$ cat src/rtl/interface_pkg.sv
// Shared types and helpers for the operand request/response channel.
package interface_pkg;

  typedef enum logic [1:0] {
    OP_ADD = 2'd0,
    OP_SUB = 2'd1,
    OP_AND = 2'd2,
    OP_XOR = 2'd3
  } op_t;

  localparam int unsigned StatsWidth = 16;
  localparam int unsigned MaxWidth   = 64;

  // Operates at MaxWidth; callers keep the low bits of their own width. Carries and
  // borrows only move upward, so the truncated result is exact modulo 2^width.
  function automatic logic [MaxWidth-1:0] calc_c(input op_t                 op,
                                                 input logic [MaxWidth-1:0] a,
                                                 input logic [MaxWidth-1:0] b);
    logic [MaxWidth-1:0] c;
    unique case (op)
      OP_ADD:  c = a + b;
      OP_SUB:  c = a - b;
      OP_AND:  c = a & b;
      OP_XOR:  c = a ^ b;
      default: c = '0;
    endcase
    return c;
  endfunction

endpackage

$ cat src/rtl/interface_sync_fifo.sv
// First-word fall-through synchronous FIFO with a count register; read data is zero when empty.
module interface_sync_fifo #(
  parameter int unsigned Width = 8,
  parameter int unsigned Depth = 4,
  localparam int unsigned PtrW = $clog2(Depth),
  localparam int unsigned CntW = $clog2(Depth + 1)
) (
  input  logic             clk_i,
  input  logic             rst_i,
  input  logic             push_i,
  input  logic             pop_i,
  input  logic [Width-1:0] wdata_i,
  output logic [Width-1:0] rdata_o,
  output logic             empty_o,
  output logic             full_o,
  output logic [CntW-1:0]  count_o
);

  logic [Width-1:0] mem_q [Depth];
  logic [PtrW-1:0]  wr_ptr_q, rd_ptr_q;
  logic [CntW-1:0]  count_q;
  logic             push_en, pop_en;

  assign empty_o = (count_q == '0);
  assign full_o  = (count_q == CntW'(Depth));
  assign count_o = count_q;
  assign push_en = push_i && !full_o;
  assign pop_en  = pop_i && !empty_o;
  assign rdata_o = empty_o ? '0 : mem_q[rd_ptr_q];

  always_ff @(posedge clk_i) begin
    if (push_en) begin
      mem_q[wr_ptr_q] <= wdata_i;
    end
  end

  // Pointers are exactly log2(Depth) bits, so increments wrap on their own.
  always_ff @(posedge clk_i) begin
    if (rst_i) begin
      wr_ptr_q <= '0;
      rd_ptr_q <= '0;
      count_q  <= '0;
    end else begin
      if (push_en) wr_ptr_q <= wr_ptr_q + 1'b1;
      if (pop_en)  rd_ptr_q <= rd_ptr_q + 1'b1;
      unique case ({push_en, pop_en})
        2'b10:   count_q <= count_q + 1'b1;
        2'b01:   count_q <= count_q - 1'b1;
        default: count_q <= count_q;
      endcase
    end
  end

endmodule

$ cat src/rtl/interface_responder.sv
// Responder end of the operand channel: one compute stage feeding a response FIFO.
// Optional response counter port enabled by INTERFACE_RESPONDER_STATS_EN.
module interface_responder
  import interface_pkg::*;
#(
  parameter int unsigned ParamA = 8,
  parameter int unsigned Depth  = 4
) (
  input  logic                  i_clk,
  input  logic                  i_rst,
  input  logic                  i_req_valid,
  output logic                  o_req_ready,
  input  logic [ParamA-1:0]     i_req_a,
  input  logic [ParamA-1:0]     i_req_b,
  input  logic [1:0]            i_req_op,
  output logic                  o_rsp_valid,
  input  logic                  i_rsp_ready,
`ifdef INTERFACE_RESPONDER_STATS_EN
  output logic [StatsWidth-1:0] o_rsp_count,
`endif
  output logic [ParamA-1:0]     o_rsp_c
);

  localparam int unsigned CntW = $clog2(Depth + 1);

  logic                req_fire, rsp_fire;
  logic                stage_valid_q;
  logic [ParamA-1:0]   stage_c_q;
  logic [CntW-1:0]     inflight_q, inflight_d;
  logic                req_ready_q;
  logic                fifo_empty, fifo_full;
  logic [CntW-1:0]     fifo_count;
  logic [MaxWidth-1:0] a_ext, b_ext, c_ext;

  assign req_fire    = i_req_valid && req_ready_q;
  assign rsp_fire    = o_rsp_valid && i_rsp_ready;
  assign o_req_ready = req_ready_q;
  assign o_rsp_valid = !fifo_empty;

  always_comb begin
    a_ext = '0;
    b_ext = '0;
    a_ext[ParamA-1:0] = i_req_a;
    b_ext[ParamA-1:0] = i_req_b;
    c_ext = calc_c(op_t'(i_req_op), a_ext, b_ext);
  end

  if (ParamA < MaxWidth) begin : g_c_hi
    logic unused_c_hi;
    assign unused_c_hi = ^c_ext[MaxWidth-1:ParamA];
  end

  // Stage plus FIFO occupancy; ready comes from a register so i_rsp_ready never reaches it.
  always_comb begin
    inflight_d = inflight_q;
    unique case ({req_fire, rsp_fire})
      2'b10:   inflight_d = inflight_q + 1'b1;
      2'b01:   inflight_d = inflight_q - 1'b1;
      default: inflight_d = inflight_q;
    endcase
  end

  always_ff @(posedge i_clk) begin
    if (i_rst) begin
      stage_valid_q <= 1'b0;
      stage_c_q     <= '0;
      inflight_q    <= '0;
      req_ready_q   <= 1'b1;
    end else begin
      stage_valid_q <= req_fire;
      if (req_fire) stage_c_q <= c_ext[ParamA-1:0];
      inflight_q    <= inflight_d;
      req_ready_q   <= (inflight_d < CntW'(Depth));
    end
  end

  interface_sync_fifo #(
    .Width (ParamA),
    .Depth (Depth)
  ) u_rsp_fifo (
    .clk_i   (i_clk),
    .rst_i   (i_rst),
    .push_i  (stage_valid_q && !fifo_full),
    .pop_i   (rsp_fire),
    .wdata_i (stage_c_q),
    .rdata_o (o_rsp_c),
    .empty_o (fifo_empty),
    .full_o  (fifo_full),
    .count_o (fifo_count)
  );

  logic unused_fifo_count;
  assign unused_fifo_count = ^fifo_count;

`ifdef INTERFACE_RESPONDER_STATS_EN
  logic [StatsWidth-1:0] rsp_count_q;

  always_ff @(posedge i_clk) begin
    if (i_rst) begin
      rsp_count_q <= '0;
    end else if (rsp_fire) begin
      rsp_count_q <= rsp_count_q + 1'b1;
    end
  end

  assign o_rsp_count = rsp_count_q;
`endif

endmodule

$ cat config.mk
export PLATFORM = sky130hd
export DESIGN_NAME = interface_responder
export DESIGN_NICKNAME = d
export VERILOG_FILES = /design/src/rtl/interface_pkg.sv /design/src/rtl/interface_sync_fifo.sv /design/src/rtl/interface_responder.sv
export SDC_FILE = /design/constraint.sdc
export NUM_CORES = 1
export LEC_CHECK = 0
export ABC_AREA = 1
export CAP_MARGIN = 20
export CORE_MARGIN = 10
export CORE_UTILIZATION = 55
export CTS_CLUSTER_SIZE = 40
export DETAILED_ROUTE_END_ITERATION = 10
export PLACE_DENSITY = 0.76
export SYNTH_ARGS = -nofsm -noshare
export SYNTH_HDL_FRONTEND = slang
export SYNTH_SLANG_ARGS = --single-unit
$ cat constraint.sdc
create_clock -name i_clk -period 2.55 [get_ports i_clk]
set_input_delay 0.255 -clock i_clk [delete_from_list [all_inputs] [get_ports i_clk]]
set_output_delay 0.255 -clock i_clk [all_outputs]
set_load 0.01 [all_outputs]
==> impl_metrics.json, run 1 <==
{
  "outcome": "complete, no violations",
  "cts-root-buf": "clkbuf_8",
  "fmax_ghz": 0.438,
  "required_ns": 2.74,
  "clock_path_buffers": 2,
  "first_pass_iters": 6,
  "setup_viol": 0,
  "min_period_ns": 2.28,
  "grt_pass1_wl_mm": 9.93,
  "std_cell_rows": 26,
  "rsz0062_at_grt": "false",
  "crit_arrival_ns": 2.47,
  "worst_pin_slew_ns": 0.801,
  "io_buffers": 31,
  "track_usage": 0.141,
  "ys_types": 33,
  "synthTopCellsByArea": "edfxtp_1 (33%), dfxtp_1 (15%), ha_1 (9.5%)",
  "vias_per_cell": 5.25,
  "syn_avg_cell_area_sq_um": 9.07,
  "drt-total-wl_mm": 5.78,
  "end_kind": "flip-flop",
  "grt_overflow": 0,
  "path_class": "input port to flip-flop",
  "setup_slack_ns": 0.269,
  "drive_above_1_share": 0.0698,
  "die_w_um": 92.5,
  "cts_buffers": 5,
  "clkTransAtPathRegs_ns": 0.09,
  "relSlewSlack": 0.464,
  "synth_top_area_share": 0.332,
  "hold_viol_final": 0,
  "drt-initial-drc-count": 72,
  "cts.sinks": 54,
  "num_antenna_cells": 0,
  "synthToLayoutAreaGrowth_pct": 17.3,
  "syn_nets": 366,
  "fp.coreArea_sq_mm": 0.00511,
  "clock_skew_ns": 0.00714,
  "wl_met3_um": 350,
  "nets": 404,
  "synth_seq_cells": 54,
  "p_per_area_mw_per_mm2": 807,
  "synth_seq_area_share": 0.484,
  "grt_start_max_net_pins": 18,
  "yosysTopAreaCell": "edfxtp_1",
  "ys_warn_count": 0,
  "wl_met1_mm": 2.70,
  "gp_congestion": 0.890,
  "ant_nets": 0,
  "vdd_ir_drop_max_mv": 0.597,
  "wl_met2_mm": 2.64,
  "finalCritPeriodShare": 0.894,
  "initial_core_util": 0.566,
  "clk_latency_ns": 0.30,
  "drv_slew": 0,
  "grt_antenna_before_repair": 0,
  "dp_hpwl_mm": 4.36,
  "post-place-ws_ns": -0.0312,
  "hold_path.class": "flip-flop to flip-flop",
  "syn-cell-area_sq_mm": 0.00289,
  "fp.dieH_um": 92.5,
  "vias": 2247,
  "h-tree-depth": 2,
  "cts_tree": "built",
  "ioPinCount": 32,
  "post-place-cells": 420,
  "drc": 0,
  "grt_pass1_vias": 2257,
  "tns_ns": 0,
  "cp-start-kind": "input port",
  "crit_path_max_fanout": 6,
  "p_leak_nw": 1.39,
  "wire_per_inst_um": 13.5,
  "syn_inst": 319,
  "final_cells": 428,
  "maxCapViolCount": 0,
  "die-area_sq_mm": 0.00856,
  "dr.max_layer_used": "met4",
  "total_power_mw": 2.74
}
-- worst paths after layout --
path                            endpoint  slack [ns]  cells after the start                    from
setup reg to reg   u_rsp_fifo.count_o[2]        0.50                      8   u_rsp_fifo.count_o[0]
setup / recovery            stage_c_q[7]        0.27                     12              i_req_b[0]
hold / removal    u_rsp_fifo.rd_ptr_q[1]        0.47                      2  u_rsp_fifo.rd_ptr_q[1]
hold reg to reg   u_rsp_fifo.rd_ptr_q[1]        0.47                      2  u_rsp_fifo.rd_ptr_q[1]
-- area by class of cell --
type | instances | area [sq um]
Fill cell | 454 | 1710
Sequential cell | 54 | 1400
Multi-Input combinational cell | 217 | 1300
Timing Repair Buffer | 37 | 355
Inverter | 42 | 160
Tap cell | 70 | 87.6
Clock buffer | 6 | 72.6
Clock inverter | 2 | 15.0
-- cells by family after synthesis --
| group | count (synthesis) | share of synthesized area |
|---|---|---|
| xor+xnor | 6 | 0.0182 |
| flops | 54 | 0.484 |
| fa+ha+maj | 25 | 0.116 |
| simple gates | 105 | 0.157 |
| buf+inv | 48 | 0.0662 |
| compound gates | 81 | 0.158 |
-- report_power, final --
group | leakage (nW) | total, mW | switching [mW] | internal (mW)
registers | 0.478 | 1.21 | 0.126 | 1.08
clock network | 0.0374 | 0.457 | 0.264 | 0.194
logic | 0.871 | 1.08 | 0.597 | 0.478
total | 1.39 | 2.74 | 0.987 | 1.75
-- repair_timing --
item                       in CTS  in global routing
resized for setup               0                  1
setup buffers                   0                  0
hold buffers                    0                  0
setup endpoints to repair       0                  4
-- cells in the final DEF, fill, tap and decap left out, drive strengths merged, types with 3 or more instances in the layout --
cell type	n
nand2	32
dfxtp	22
nand4	5
ha	22
clkdlybuf4s50	31
inv	42
xor2	4
nand3	9
edfxtp	32
buf	6
fa	3
clkbuf	6
a21oi	32
nor2	55
a221oi	6
o21ai	37
-- Yosys cell counts, drive strengths merged --
cell / n
nand2: 32
edfxtp: 32
nand4: 5
a221oi: 6
o21a: 1
xor2: 4
ha: 22
buf: 4
fa: 3
clkbuf: 2
xnor2: 2
o21bai: 1
o31ai: 1
nor3: 2
o21ai: 37
nand3b: 1
dfxtp: 22
a21oi: 32
a211oi: 1
nand3: 9
inv: 42
nor2: 55
a31oi: 2
or2: 1
-- layer usage --
metal,track usage,up-vias
li1,-,1161
met3,0.0347,7
met4,0.0566,0
met2,0.240,67
met1,0.168,1012
met5,0,-
-- critical path, cell delays in order --
cell	delay (ns)
clkdlybuf4s50_1	0.51
inv_1	0.07
ha_1	0.23
nor2_1	0.13
xor2_1	0.16
ha_1	0.31
a21oi_1	0.26
nand2_1	0.15
a21oi_1	0.16
nand3_1	0.09
nand3_1	0.09
a21oi_2	0.05
-- registers in the layout, indices dropped and copies added, names as in the netlist, named ones only --
signal,flops
inflight_q,3
o_req_ready,1
stage_c_q,8
stage_valid_q,1
u_rsp_fifo.count_o,3
u_rsp_fifo.mem_q,32
u_rsp_fifo.rd_ptr_q,2
u_rsp_fifo.wr_ptr_q,2
-- through the flow --
stage                util  area, sq um  hold WS (ns)
finish              0.664         3390         0.474
global route        0.664         3390         0.494
CTS                 0.664         3390         0.474
detailed placement  0.647         3300         0.459
global placement    0.647         3300         0.455
floorplan               -         2890         0.327
Note: power is estimated with default switching activity, not from simulation.
==> inputs of run 2 (changes only) <==
RECOVER_POWER = 100   (was default)
==> run 2 against run 1 <==
Sequential cell count did not move. Wire length barely moved. Largest cell class unchanged. Critical endpoint unchanged. Setup slack improved by 0.0060 ns. Final cell count did not move.
==> impl_metrics.json, run 2 (synthesized netlist as in run 1, its figures left out) <==
{
  "hold_viol_final": 0,
  "io_buffers": 31,
  "final_area_sq_mm": 0.00338,
  "drv_slew": 0,
  "vias_per_cell": 5.30,
  "total_power_mw": 2.68,
  "cts.sinks": 54,
  "die-area_sq_mm": 0.00856,
  "final_common_cell": "nor2_1",
  "fillers": 456,
  "first_pass_iters": 4,
  "final_cells": 428,
  "drt-initial-drc-count": 90,
  "grt_antenna_before_repair": 0,
  "hold_ws_ns": 0.474,
  "vias": 2269,
  "postCtsHoldBufs": 0,
  "cts-root-buf": "clkbuf_8",
  "post-place-cells": 420,
  "drc": 0,
  "gp_congestion": 0.890,
  "cp-startpoint": "i_req_b[0]",
  "top_usage_layer": "met2",
  "clk_latency_ns": 0.30,
  "h-tree-depth": 2,
  "clkTransAtPathRegs_ns": 0.09,
  "initial_core_util": 0.566,
  "ctsResizeCount": 0,
  "vdd_ir_drop_max_mv": 0.586,
  "wire_per_inst_um": 13.5,
  "die_w_um": 92.5,
  "nets": 404,
  "grt_use_met3": 0.0347,
  "maxCapViolCount": 0,
  "min_period_ns": 2.27,
  "ant_nets": 0,
  "path_class": "input port to flip-flop",
  "p_per_area_mw_per_mm2": 794,
  "finalCritPeriodShare": 0.892,
  "grt_overflow": 0,
  "ioPinCount": 32,
  "crit_arrival_ns": 2.46,
  "layout_common_cells": "nor2_1 (53), inv_1 (39), o21ai_0 (36)",
  "required_ns": 2.73,
  "grt_start_max_net_pins": 18,
  "drt-total-wl_mm": 5.78,
  "relSlewSlack": 0.471,
  "clock_skew_ns": 0.00870,
  "met2_usage": 0.240,
  "rsz0062_at_grt": "false",
  "worstHoldStart": "u_rsp_fifo.rd_ptr_q[1]",
  "clock_path_buffers": 2,
  "track_usage": 0.141,
  "largest_reg_flops": 32,
  "worst_pin_slew_ns": 0.790,
  "crit_path_max_fanout": 6,
  "outcome": "complete, no violations",
  "p_leak_nw": 1.40,
  "cts_setup_buffers": 0,
  "dp_hpwl_mm": 4.36,
  "regMostFlops": "u_rsp_fifo.mem_q",
  "fp.coreArea_sq_mm": 0.00511,
  "cts_buffers": 5,
  "fp.dieH_um": 92.5,
  "cts_tree": "built",
  "std_cell_rows": 26,
  "fmax_ghz": 0.440,
  "fin_util": 0.661,
  "worstReg2RegStart": "u_rsp_fifo.count_o[0]",
  "dpl_cell_area_sq_mm": 0.00330,
  "use_met1": 0.168,
  "end_kind": "flip-flop",
  "setup_viol": 0,
  "cp-start-kind": "input port",
  "drive_above_1_share": 0.0587,
  "num_antenna_cells": 0,
  "grt_pass1_wl_mm": 9.93,
  "grt_pass1_vias": 2257,
  "largestRegisters": "u_rsp_fifo.mem_q: 32 flops, stage_c_q: 8 flops",
  "hold_path.class": "flip-flop to flip-flop",
  "synthToLayoutAreaGrowth_pct": 16.7
}
[run 2: changes by cell type in the layout (fill, tap and decap cells not counted), sizes merged]
| cell | previous run | this run |
|---|---|---|
| dlygate4sd3 | 0 | 10 |
| clkdlybuf4s50 | 31 | 21 |
| buf | 6 | 3 |
| clkbuf | 6 | 9 |
[run 2: final timing paths]
path	to	slack, ns	cells past startpoint
worst max-delay path	stage_c_q[7]	0.28	12
worst min-delay path	u_rsp_fifo.rd_ptr_q[1]	0.47	2
worst max register to register	u_rsp_fifo.count_o[2]	0.52	8
worst min register to register	u_rsp_fifo.rd_ptr_q[1]	0.47	2
[run 2: worst max-delay path, cell delays in order]
cell and delay (ns):
clkdlybuf4s50_1 0.51, inv_1 0.07, ha_1 0.23, nor2_1 0.13, xor2_1 0.16, ha_1 0.31, a21oi_1 0.26, nand2_1 0.15
a21oi_1 0.16, nand3_1 0.09, nand3_1 0.09, a21oi_2 0.05
[run 2: report_power, final]
group / switching, mW / internal (mW)
Sequential: 0.122 / 1.08
Combinational: 0.592 / 0.428
Clock: 0.265 / 0.194
Total: 0.979 / 1.70
[run 2: per-layer routing]
metal / part of all wire / vias up
li1: - / 1164
met1: 0.45 / 1016
met2: 0.46 / 80
met3: 0.072 / 9
met4: 0.017 / 0
met5: 0 / -
[run 2: area by class of cell]
class | count | area [sq um] | share of cell area
repair buffers | 37 | 345 | 0.102
clock inverters | 2 | 15.0 | 0.00445
multi-input cells | 217 | 1290 | 0.383
well taps | 70 | 87.6 | 0.0259
flip-flops and latches | 54 | 1400 | 0.415
clock buffers | 6 | 72.6 | 0.0215
inverters | 42 | 160 | 0.0474
[run 2: stage by stage]
step                      TNS (ns)  worst slack [ns]
after global placement           0            0.0579
after CTS                        0             0.146
after global routing             0            0.0415
after floorplan                  0             0.631
after detailed placement   -0.0435           -0.0312
final                            0             0.275
